[src/rtl/seq_step_ctrl.sv]
// -----------------------------------------------------------------------------
// seq_step_ctrl
// Step sequencer pattern-memory controller. A free-running step timer advances
// the step pointer. The single port of a synchronous step RAM (1-cycle
// registered read) is shared between record writes and playback reads. A
// pending write always goes first. The LED pattern output is updated from
// whichever access last touched the current step.
//
// Ports
//   clk         system clock
//   rst         asynchronous, active-high reset
//   run         1 = timer advances; 0 = timer/step frozen (writes still serviced)
//   set_req     single-cycle pulse: record ptn into the current step
//   ptn         pattern to record
//   mem_addr    RAM address (read or write)
//   mem_w_en    RAM write enable
//   mem_w_data  RAM write data
//   mem_r_en    RAM read enable
//   mem_r_data  RAM read data, valid the cycle after mem_r_en is sampled
//   step        current step index
//   led         displayed pattern
// -----------------------------------------------------------------------------
module seq_step_ctrl #(
  parameter int unsigned STEP_COUNTS = 12000000,
  parameter int unsigned NUM_STEPS   = 8,
  parameter int unsigned DATA_W      = 2,
  localparam int unsigned ADDR_W     = $clog2(NUM_STEPS),
  localparam int unsigned CNT_W      = $clog2(STEP_COUNTS)
) (
  input  logic              clk,
  input  logic              rst,
  input  logic              run,
  input  logic              set_req,
  input  logic [DATA_W-1:0] ptn,
  output logic [ADDR_W-1:0] mem_addr,
  output logic              mem_w_en,
  output logic [DATA_W-1:0] mem_w_data,
  output logic              mem_r_en,
  input  logic [DATA_W-1:0] mem_r_data,
  output logic [ADDR_W-1:0] step,
  output logic [DATA_W-1:0] led
);

  localparam logic [1:0] ST_IDLE   = 2'd0;
  localparam logic [1:0] ST_WR     = 2'd1;
  localparam logic [1:0] ST_RD     = 2'd2;
  localparam logic [1:0] ST_RDWAIT = 2'd3;

  logic [1:0]        r_state;
  logic [1:0]        w_state_nxt;
  logic [CNT_W-1:0]  r_cnt;
  logic [ADDR_W-1:0] r_step;
  logic [ADDR_W-1:0] r_rd_step;
  logic [DATA_W-1:0] r_led;
  logic              r_wr_pend;
  logic              r_rd_pend;
  logic [ADDR_W-1:0] r_wr_addr;
  logic [DATA_W-1:0] r_wr_data;

  logic              w_tick;
  logic [ADDR_W-1:0] w_step_inc;

  // Step boundary: last count of the current step while running
  assign w_tick     = run && (r_cnt == CNT_W'(STEP_COUNTS - 1));
  assign w_step_inc = (r_step == ADDR_W'(NUM_STEPS - 1)) ? '0 : r_step + ADDR_W'(1);

  // State register
  always_ff @(posedge clk or posedge rst) begin
    if (rst) begin
      r_state <= ST_IDLE;
    end else begin
      r_state <= w_state_nxt;
    end
  end

  // Next state and Moore memory-port decode
  always_comb begin
    w_state_nxt = r_state;
    mem_addr    = '0;
    mem_w_en    = 1'b0;
    mem_w_data  = '0;
    mem_r_en    = 1'b0;
    case (r_state)
      ST_IDLE: begin
        if (r_wr_pend) begin
          w_state_nxt = ST_WR;
        end else if (r_rd_pend) begin
          w_state_nxt = ST_RD;
        end
      end
      ST_WR: begin
        mem_w_en    = 1'b1;
        mem_addr    = r_wr_addr;
        mem_w_data  = r_wr_data;
        w_state_nxt = ST_IDLE;
      end
      ST_RD: begin
        mem_r_en    = 1'b1;
        mem_addr    = r_step;
        w_state_nxt = ST_RDWAIT;
      end
      default: begin
        w_state_nxt = ST_IDLE;
      end
    endcase
  end

  // Timer, step pointer, request latches and LED register
  always_ff @(posedge clk or posedge rst) begin
    if (rst) begin
      r_cnt     <= '0;
      r_step    <= '0;
      r_rd_step <= '0;
      r_led     <= '0;
      r_wr_pend <= 1'b0;
      r_rd_pend <= 1'b1;
      r_wr_addr <= '0;
      r_wr_data <= '0;
    end else begin
      if (run) begin
        if (w_tick) begin
          r_cnt  <= '0;
          r_step <= w_step_inc;
        end else begin
          r_cnt <= r_cnt + CNT_W'(1);
        end
      end

      // A new request overrides both the latch contents and the clear on service
      if (set_req) begin
        r_wr_pend <= 1'b1;
        r_wr_addr <= r_step;
        r_wr_data <= ptn;
      end else if (r_state == ST_WR) begin
        r_wr_pend <= 1'b0;
      end

      if (r_state == ST_WR && r_wr_addr == r_step) begin
        r_led <= r_wr_data;
      end

      // Remember which step the read targeted
      if (r_state == ST_RD) begin
        r_rd_step <= r_step;
      end

      if (r_state == ST_RDWAIT) begin
        r_led <= mem_r_data;
      end

      // Keep the read request alive if the step moved while the read was in flight
      if (w_tick) begin
        r_rd_pend <= 1'b1;
      end else if (r_state == ST_RDWAIT && r_rd_step == r_step) begin
        r_rd_pend <= 1'b0;
      end
    end
  end

  assign step = r_step;
  assign led  = r_led;

endmodule

[config.mk]
export PLATFORM = sky130hd
export DESIGN_NAME = seq_step_ctrl
export DESIGN_NICKNAME = d
export VERILOG_FILES = /design/src/rtl/seq_step_ctrl.sv
export SDC_FILE = /design/constraint.sdc
export NUM_CORES = 1
export LEC_CHECK = 0
export CORE_ASPECT_RATIO = 0.6
export CORE_MARGIN = 4
export CORE_UTILIZATION = 46
export CTS_CLUSTER_SIZE = 14
export DETAILED_ROUTE_END_ITERATION = 12
export GPL_TIMING_DRIVEN = 0
export PLACE_DENSITY = 0.66
export SYNTH_ARGS = -nofsm -noshare
export SYNTH_HDL_FRONTEND = slang
export SYNTH_SLANG_ARGS = --single-unit
[constraint.sdc]
create_clock -name clk -period 3.12 [get_ports clk]
set_input_delay 0.936 -clock clk [delete_from_list [all_inputs] [get_ports clk]]
set_output_delay 0.936 -clock clk [all_outputs]
set_load 0.03 [all_outputs]
==> results of run 1 <==
==> critical path, delay by kind of cell (launching register included) <==
kind	cells	cell delay, ns
buffers and inverters	2	0.75
flip-flops	1	0.42
adder cells (fa/ha/maj)	1	0.33
AND/OR/NAND/NOR	1	0.18
==> what timing repair did <==
action / CTS / global route
setup endpoints to repair: 0 / 3
hold endpoints to repair: 0 / 0
gates resized for setup: 0 / 4
==> cell type report <==
type	instances	area, sq um	area share
multi-input combinational	144	988	0.406
sequential	41	1030	0.422
inverter	13	48.8	0.0200
clock buffer	8	80.1	0.0329
tap	60	75.1	0.0308
buffer	5	27.5	0.0113
timing repair buffer	18	188	0.0771
==> report_power, final <==
group,internal [mW],switching [mW]
sequential,0.601,0.0739
combinational,0.174,0.230
clock,0.159,0.175
==> how the worst min path moves through the flow <==
stage | slack [ns] | endpoint | cells past startpoint
2_1_floorplan | 0.46 | r_cnt[22]$_DFFE_PP0P_ | 1
3_3_place_gp | 0.49 | r_wr_pend$_DFFE_PP0P_ | 1
3_5_place_dp | 0.49 | r_wr_pend$_DFFE_PP0P_ | 1
4_1_cts | 0.51 | r_wr_pend$_DFFE_PP0P_ | 1
5_1_grt | 0.53 | r_wr_pend$_DFFE_PP0P_ | 1
6_report | 0.51 | r_wr_pend$_DFFE_PP0P_ | 1
==> cells by family (layout without fill, tap and decap cells) <==
family,count (synthesis),in the layout,share of synthesized area
buffers and inverters,18,44,0.0365
multiplexers,10,10,0.0527
flip-flops,41,41,0.492
adder cells (fa/ha/maj),7,7,0.0419
AND/OR/NAND/NOR,76,76,0.201
XOR/XNOR,20,20,0.0838
AO/OA/AOI/OAI,31,31,0.0928
==> state kept, by name, indices dropped and copies added (netlist names) <==
name       count
r_state        2
r_wr_pend      1
r_cnt         24
step           3
r_rd_pend      1
r_wr_addr      3
r_rd_step      3
led            2
r_wr_data      2
==> through the flow <==
| stage | std cells | setup slack (ns) |
|---|---|---|
| after global placement | 281 | 0.0901 |
| final | 289 | 0.206 |
| after CTS | 289 | 0.0123 |
| after global routing | 289 | 0.105 |
| after floorplan | 203 | 0.437 |
| after detailed placement | 281 | 0.0106 |
==> per-layer routing <==
metal | track usage | up-vias | wire length, um
met1 | 0.267 | 755 | 2250
met5 | 0 | - | 0
met3 | 0.0491 | 5 | 254
li1 | - | 754 | -
met4 | 0.0698 | 0 | 51
met2 | 0.277 | 36 | 1960
==> layout by cell type, fill, tap and decap left out, types with 3 or more instances in the layout <==
master,count
ha_1,6
nand4_1,7
mux2_2,8
inv_1,12
xnor2_1,18
o31ai_1,4
nand3_1,10
clkbuf_1,5
dfrtp_1,40
or4_1,4
dlymetal6s2s_1,3
nor3_1,3
a21oi_1,7
a21boi_0,3
or3_1,6
clkdlybuf4s50_1,15
o21ai_0,10
nand2_1,18
nor4_1,3
nor2_1,12
clkbuf_8,5
==> impl_metrics.json, run 1 <==
{
  "die_area_sq_um": 5720,
  "status": "finished, final reports clean",
  "relSlewSlack": 0.429,
  "fin_util": 0.575,
  "setup_viol": 0,
  "critPathSlowestCell": "clkdlybuf4s50_1",
  "tns_ns": 0,
  "fin_area_sq_um": 2430,
  "ir_worst_vdd_mv": 0.397,
  "io-pin-count": 20,
  "h-tree-depth": 2,
  "crit_end": "mem_w_data[1]",
  "cp_max_fo": 8,
  "synth_area_sq_um": 2090,
  "synth.distinct_cells": 39,
  "power_mw": 1.41,
  "rows": 18,
  "endpoint_kind": "output port",
  "yosysSeqAreaShare": 0.492,
  "period_share": 0.934,
  "yosysTopAreaCell": "dfrtp_1",
  "start_util": 0.493,
  "yosys.area.top_type_share": 0.479,
  "die_x_um": 95.0,
  "synthCells": 203,
  "holdCritStartpoint": "r_wr_pend$_DFFE_PP0P_",
  "wl_per_cell_um": 15.6,
  "hold_viol_final": 0,
  "ys_top_cells_by_count": "40 x dfrtp_1, 18 x nand2_1, 18 x xnor2_1, 13 x inv_1, 12 x nor2_1",
  "overflow": 0,
  "core-area_sq_um": 4230,
  "worst_clock_skew_ns": 0.00540,
  "grt_antenna_before_repair": 0,
  "cts_buffers": 5,
  "post-cts-setup-buffers": 0,
  "power_leakage_nw": 1.06,
  "criticalPathCategory": "flop to output port",
  "rsz0062_at_grt": "no",
  "syn_area_per_cell_sq_um": 10.3,
  "maxCapViolCount": 0,
  "port_buffers": 18,
  "slowest_delay_ns": 0.66,
  "hold_class": "flop to flop",
  "hold_buffers": 0,
  "vias_per_cell": 5.36,
  "path_clk_slew_ns": 0.07,
  "diodes": 0,
  "antenna_left": 0,
  "cts_sinks": 41,
  "synth_most_common_cell": "dfrtp_1",
  "critPathLaunch": "r_state[1]$_DFFE_PP0P_",
  "place_area_sq_um": 2340,
  "synthesis.nets": 218,
  "reg2reg_depth": 6,
  "postSynth.asyncResetShare": 1.00,
  "cts_root_buf": "clkbuf_8",
  "synthTopCellsByArea": "dfrtp_1 48%, xnor2_1 7.5%, mux2_2 4.3%, ha_1 4.2%, nand2_1 3.2%",
  "grt_max_degree": 42,
  "grtUsageTotal": 0.188,
  "cts_tree": "yes",
  "synth-edff-count": 0,
  "fillCellCount": 390,
  "synth_ff_type": "dfrtp_1",
  "gp_congestion": 0.871,
  "period_minus_slack_ns": 2.91,
  "drive_gt1_frac": 0.0917,
  "drc": 0,
  "hpwl_um": 3390,
  "path_cells": "inv_1 -> ha_1 -> and2_1 -> clkdlybuf4s50_1",
  "critPathLaunchType": "flop",
  "grt_pass1_wl_um": 7940,
  "r2r-start": "r_cnt[0]$_DFFE_PP0P_",
  "ys_warn_count": 0,
  "initialDrtViolationCount": 95,
  "max_freq_mhz": 343,
  "clk_latency_ns": 0.29,
  "drt_wl_total_um": 4520,
  "area_growth_pct": 16.5,
  "firstDrtPassIters": 4,
  "cp.arrival_ns": 1.98,
  "whs_ns": 0.505,
  "cp.required_ns": 2.18,
  "die_y_um": 60.2,
  "num_vias": 1550,
  "rr_endpoint": "step[0]$_DFFE_PP0P_",
  "worstMarginPinSlew_ns": 0.856,
  "ctsLongestPathBuffers": 2,
  "regToRegSetupSlack_ns": 0.99,
  "layout.nets": 243,
  "ys_ff_latch": 41,
  "p_per_area_nw_per_um2": 580,
  "first_global_vias": 1606,
  "drv_slew": 0
}
Note: power is estimated with default switching activity, not from simulation.
==> inputs of run 2 (changes only) <==
--- a/config.mk
+++ b/config.mk
@@ -12,6 +12,7 @@
 export DETAILED_ROUTE_END_ITERATION = 12
 export GPL_TIMING_DRIVEN = 0
 export PLACE_DENSITY = 0.66
+export SLEW_MARGIN = 20
 export SYNTH_ARGS = -nofsm -noshare
 export SYNTH_HDL_FRONTEND = slang
 export SYNTH_SLANG_ARGS = --single-unit
==> impl_metrics.json, run 2 (synthesized netlist as in run 1, its figures left out) <==
{
  "io-pin-count": 20,
  "rr_endpoint": "step[0]$_DFFE_PP0P_",
  "core-area_sq_um": 4230,
  "start_util": 0.493,
  "die_x_um": 95.0,
  "num_vias": 1580,
  "final_common_cell": "dfrtp_1",
  "period_share": 0.945,
  "tns_ns": 0,
  "grt_max_degree": 35,
  "worstMarginPinSlew_ns": 0.353,
  "regToRegSetupSlack_ns": 0.98,
  "r2r-start": "r_cnt[0]$_DFFE_PP0P_",
  "first_global_vias": 1583,
  "place_ws_ns": 0.0136,
  "area_growth_pct": 18.4,
  "criticalPathCategory": "flop to output port",
  "vias_per_cell": 5.45,
  "hold_viol_final": 0,
  "drv_slew": 0,
  "grtUsageTotal": 0.184,
  "min_path_cells": 1,
  "ctsLongestPathBuffers": 2,
  "critPathSlowestCell": "clkdlybuf4s50_1",
  "rows": 18,
  "path_clk_slew_ns": 0.08,
  "overflow": 0,
  "cp.arrival_ns": 2.01,
  "max_freq_mhz": 339,
  "cp_max_fo": 8,
  "grt_antenna_before_repair": 0,
  "p_per_area_nw_per_um2": 593,
  "endpoint_kind": "output port",
  "worst_clock_skew_ns": 0.00253,
  "period_minus_slack_ns": 2.95,
  "grt_pass1_wl_um": 7810,
  "rsz0062_at_grt": "no",
  "wl_per_cell_um": 15.4,
  "setup_ws_ns": 0.171,
  "port_buffers": 18,
  "initialDrtViolationCount": 131,
  "die_y_um": 60.2,
  "reg2reg_depth": 6,
  "drc": 0,
  "cp.required_ns": 2.18,
  "firstDrtPassIters": 4,
  "antenna_left": 0,
  "layout.nets": 244,
  "seq_area_sq_um": 1030,
  "final_cell_mix": "40 x dfrtp_1, 18 x nand2_1, 18 x xnor2_1, 15 x clkdlybuf4s50_1",
  "slowest_delay_ns": 0.67,
  "cts_sinks": 41,
  "clk_latency_ns": 0.30,
  "fillCellCount": 389,
  "holdCritStartpoint": "r_wr_pend$_DFFE_PP0P_",
  "ir_worst_vdd_mv": 0.293,
  "setup_viol": 0,
  "diodes": 0,
  "multi_input_area_sq_um": 986,
  "hpwl_um": 3370,
  "critPathLaunchType": "flop",
  "h-tree-depth": 2,
  "status": "finished, final reports clean",
  "power_mw": 1.47,
  "maxCapViolCount": 0,
  "cts_root_buf": "clkbuf_8",
  "largest_reg_flops": 24,
  "die_area_sq_um": 5720,
  "drt_wl_total_um": 4470,
  "relSlewSlack": 0.765,
  "hold_buffers": 0,
  "gp_congestion": 0.871,
  "regMostFlops": "r_cnt",
  "cts_buffers": 5,
  "whs_endpoint": "r_wr_pend$_DFFE_PP0P_",
  "hold_class": "flop to flop",
  "drive_gt1_frac": 0.104,
  "power_leakage_nw": 1.08,
  "cts_tree": "yes",
  "path_cells": "inv_1 -> ha_1 -> and2_1 -> clkdlybuf4s50_1"
}
[run 2: cell types whose count changed in the layout (fill, tap and decap cells not counted)]
cell / previous run / this run
buf_12: 0 / 1
clkinv_2: 0 / 1
clkbuf_1: 5 / 2
clkbuf_8: 5 / 7
ha_2: 1 / 0
ha_1: 6 / 7
[run 2: power breakdown]
group          internal [mW]  switching, mW  total (mW)
clock network          0.200          0.187       0.387
registers              0.601         0.0719       0.673
logic                  0.176          0.232       0.407
[run 2: worst max path at each step]
stage	from	endpoint
4_1_cts	r_state[0]$_DFFE_PP0P_	mem_addr[2]
6_report	r_state[1]$_DFFE_PP0P_	mem_w_data[1]
2_1_floorplan	r_state[0]$_DFFE_PP0P_	mem_addr[2]
5_1_grt	r_state[1]$_DFFE_PP0P_	mem_w_data[0]
3_5_place_dp	run	step[1]$_DFFE_PP0P_
3_3_place_gp	run	step[0]$_DFFE_PP0P_
[run 2: layout make-up]
cell class,count,share of cell area
plain buffers,5,0.0111
clock buffers,7,0.0389
clock inverters,1,0.00202
inverters,13,0.0197
multi-input cells,144,0.399
flip-flops and latches,41,0.415
well taps,60,0.0303
repair buffers,19,0.0840
[run 2: timing repair]
| item | CTS | global route |
|---|---|---|
| setup buffers | 0 | 0 |
| gates resized for setup | 0 | 3 |
| setup endpoints to repair | 0 | 3 |
[run 2: critical path, delay by kind of cell, from the launching register on]
| kind | cells | cell delay [ns] |
|---|---|---|
| fa+ha+maj | 1 | 0.34 |
| simple gates | 1 | 0.18 |
| buf+inv | 2 | 0.77 |
| flops | 1 | 0.43 |
[run 2: routing by layer]
metal	GRT usage	wire length, um	up-vias	share of wire
li1	-	-	767	-
met1	0.274	2230	762	0.50
met2	0.263	1910	46	0.43
met3	0.0453	286	5	0.064
met4	0.0554	49	0	0.011
met5	0	0	-	0
[run 2: through the flow]
step	instances	utilization	instance area, sq um	hold WS (ns)
global placement	281	0.554	2340	0.487
CTS	290	0.582	2470	0.509
detailed placement	282	0.559	2360	0.492
finish	290	0.584	2470	0.521
floorplan	203	-	2090	0.458
global route	290	0.584	2470	0.529
==> inputs of run 3 (changes only) <==
--- a/config.mk
+++ b/config.mk
@@ -8,7 +8,7 @@
 export CORE_ASPECT_RATIO = 0.6
 export CORE_MARGIN = 4
 export CORE_UTILIZATION = 46
-export CTS_CLUSTER_SIZE = 14
+export CTS_CLUSTER_SIZE = 28
 export DETAILED_ROUTE_END_ITERATION = 12
 export GPL_TIMING_DRIVEN = 0
 export PLACE_DENSITY = 0.66
==> results of run 3 <==
Final layout, timing and power as in run 2 (identical DEF).
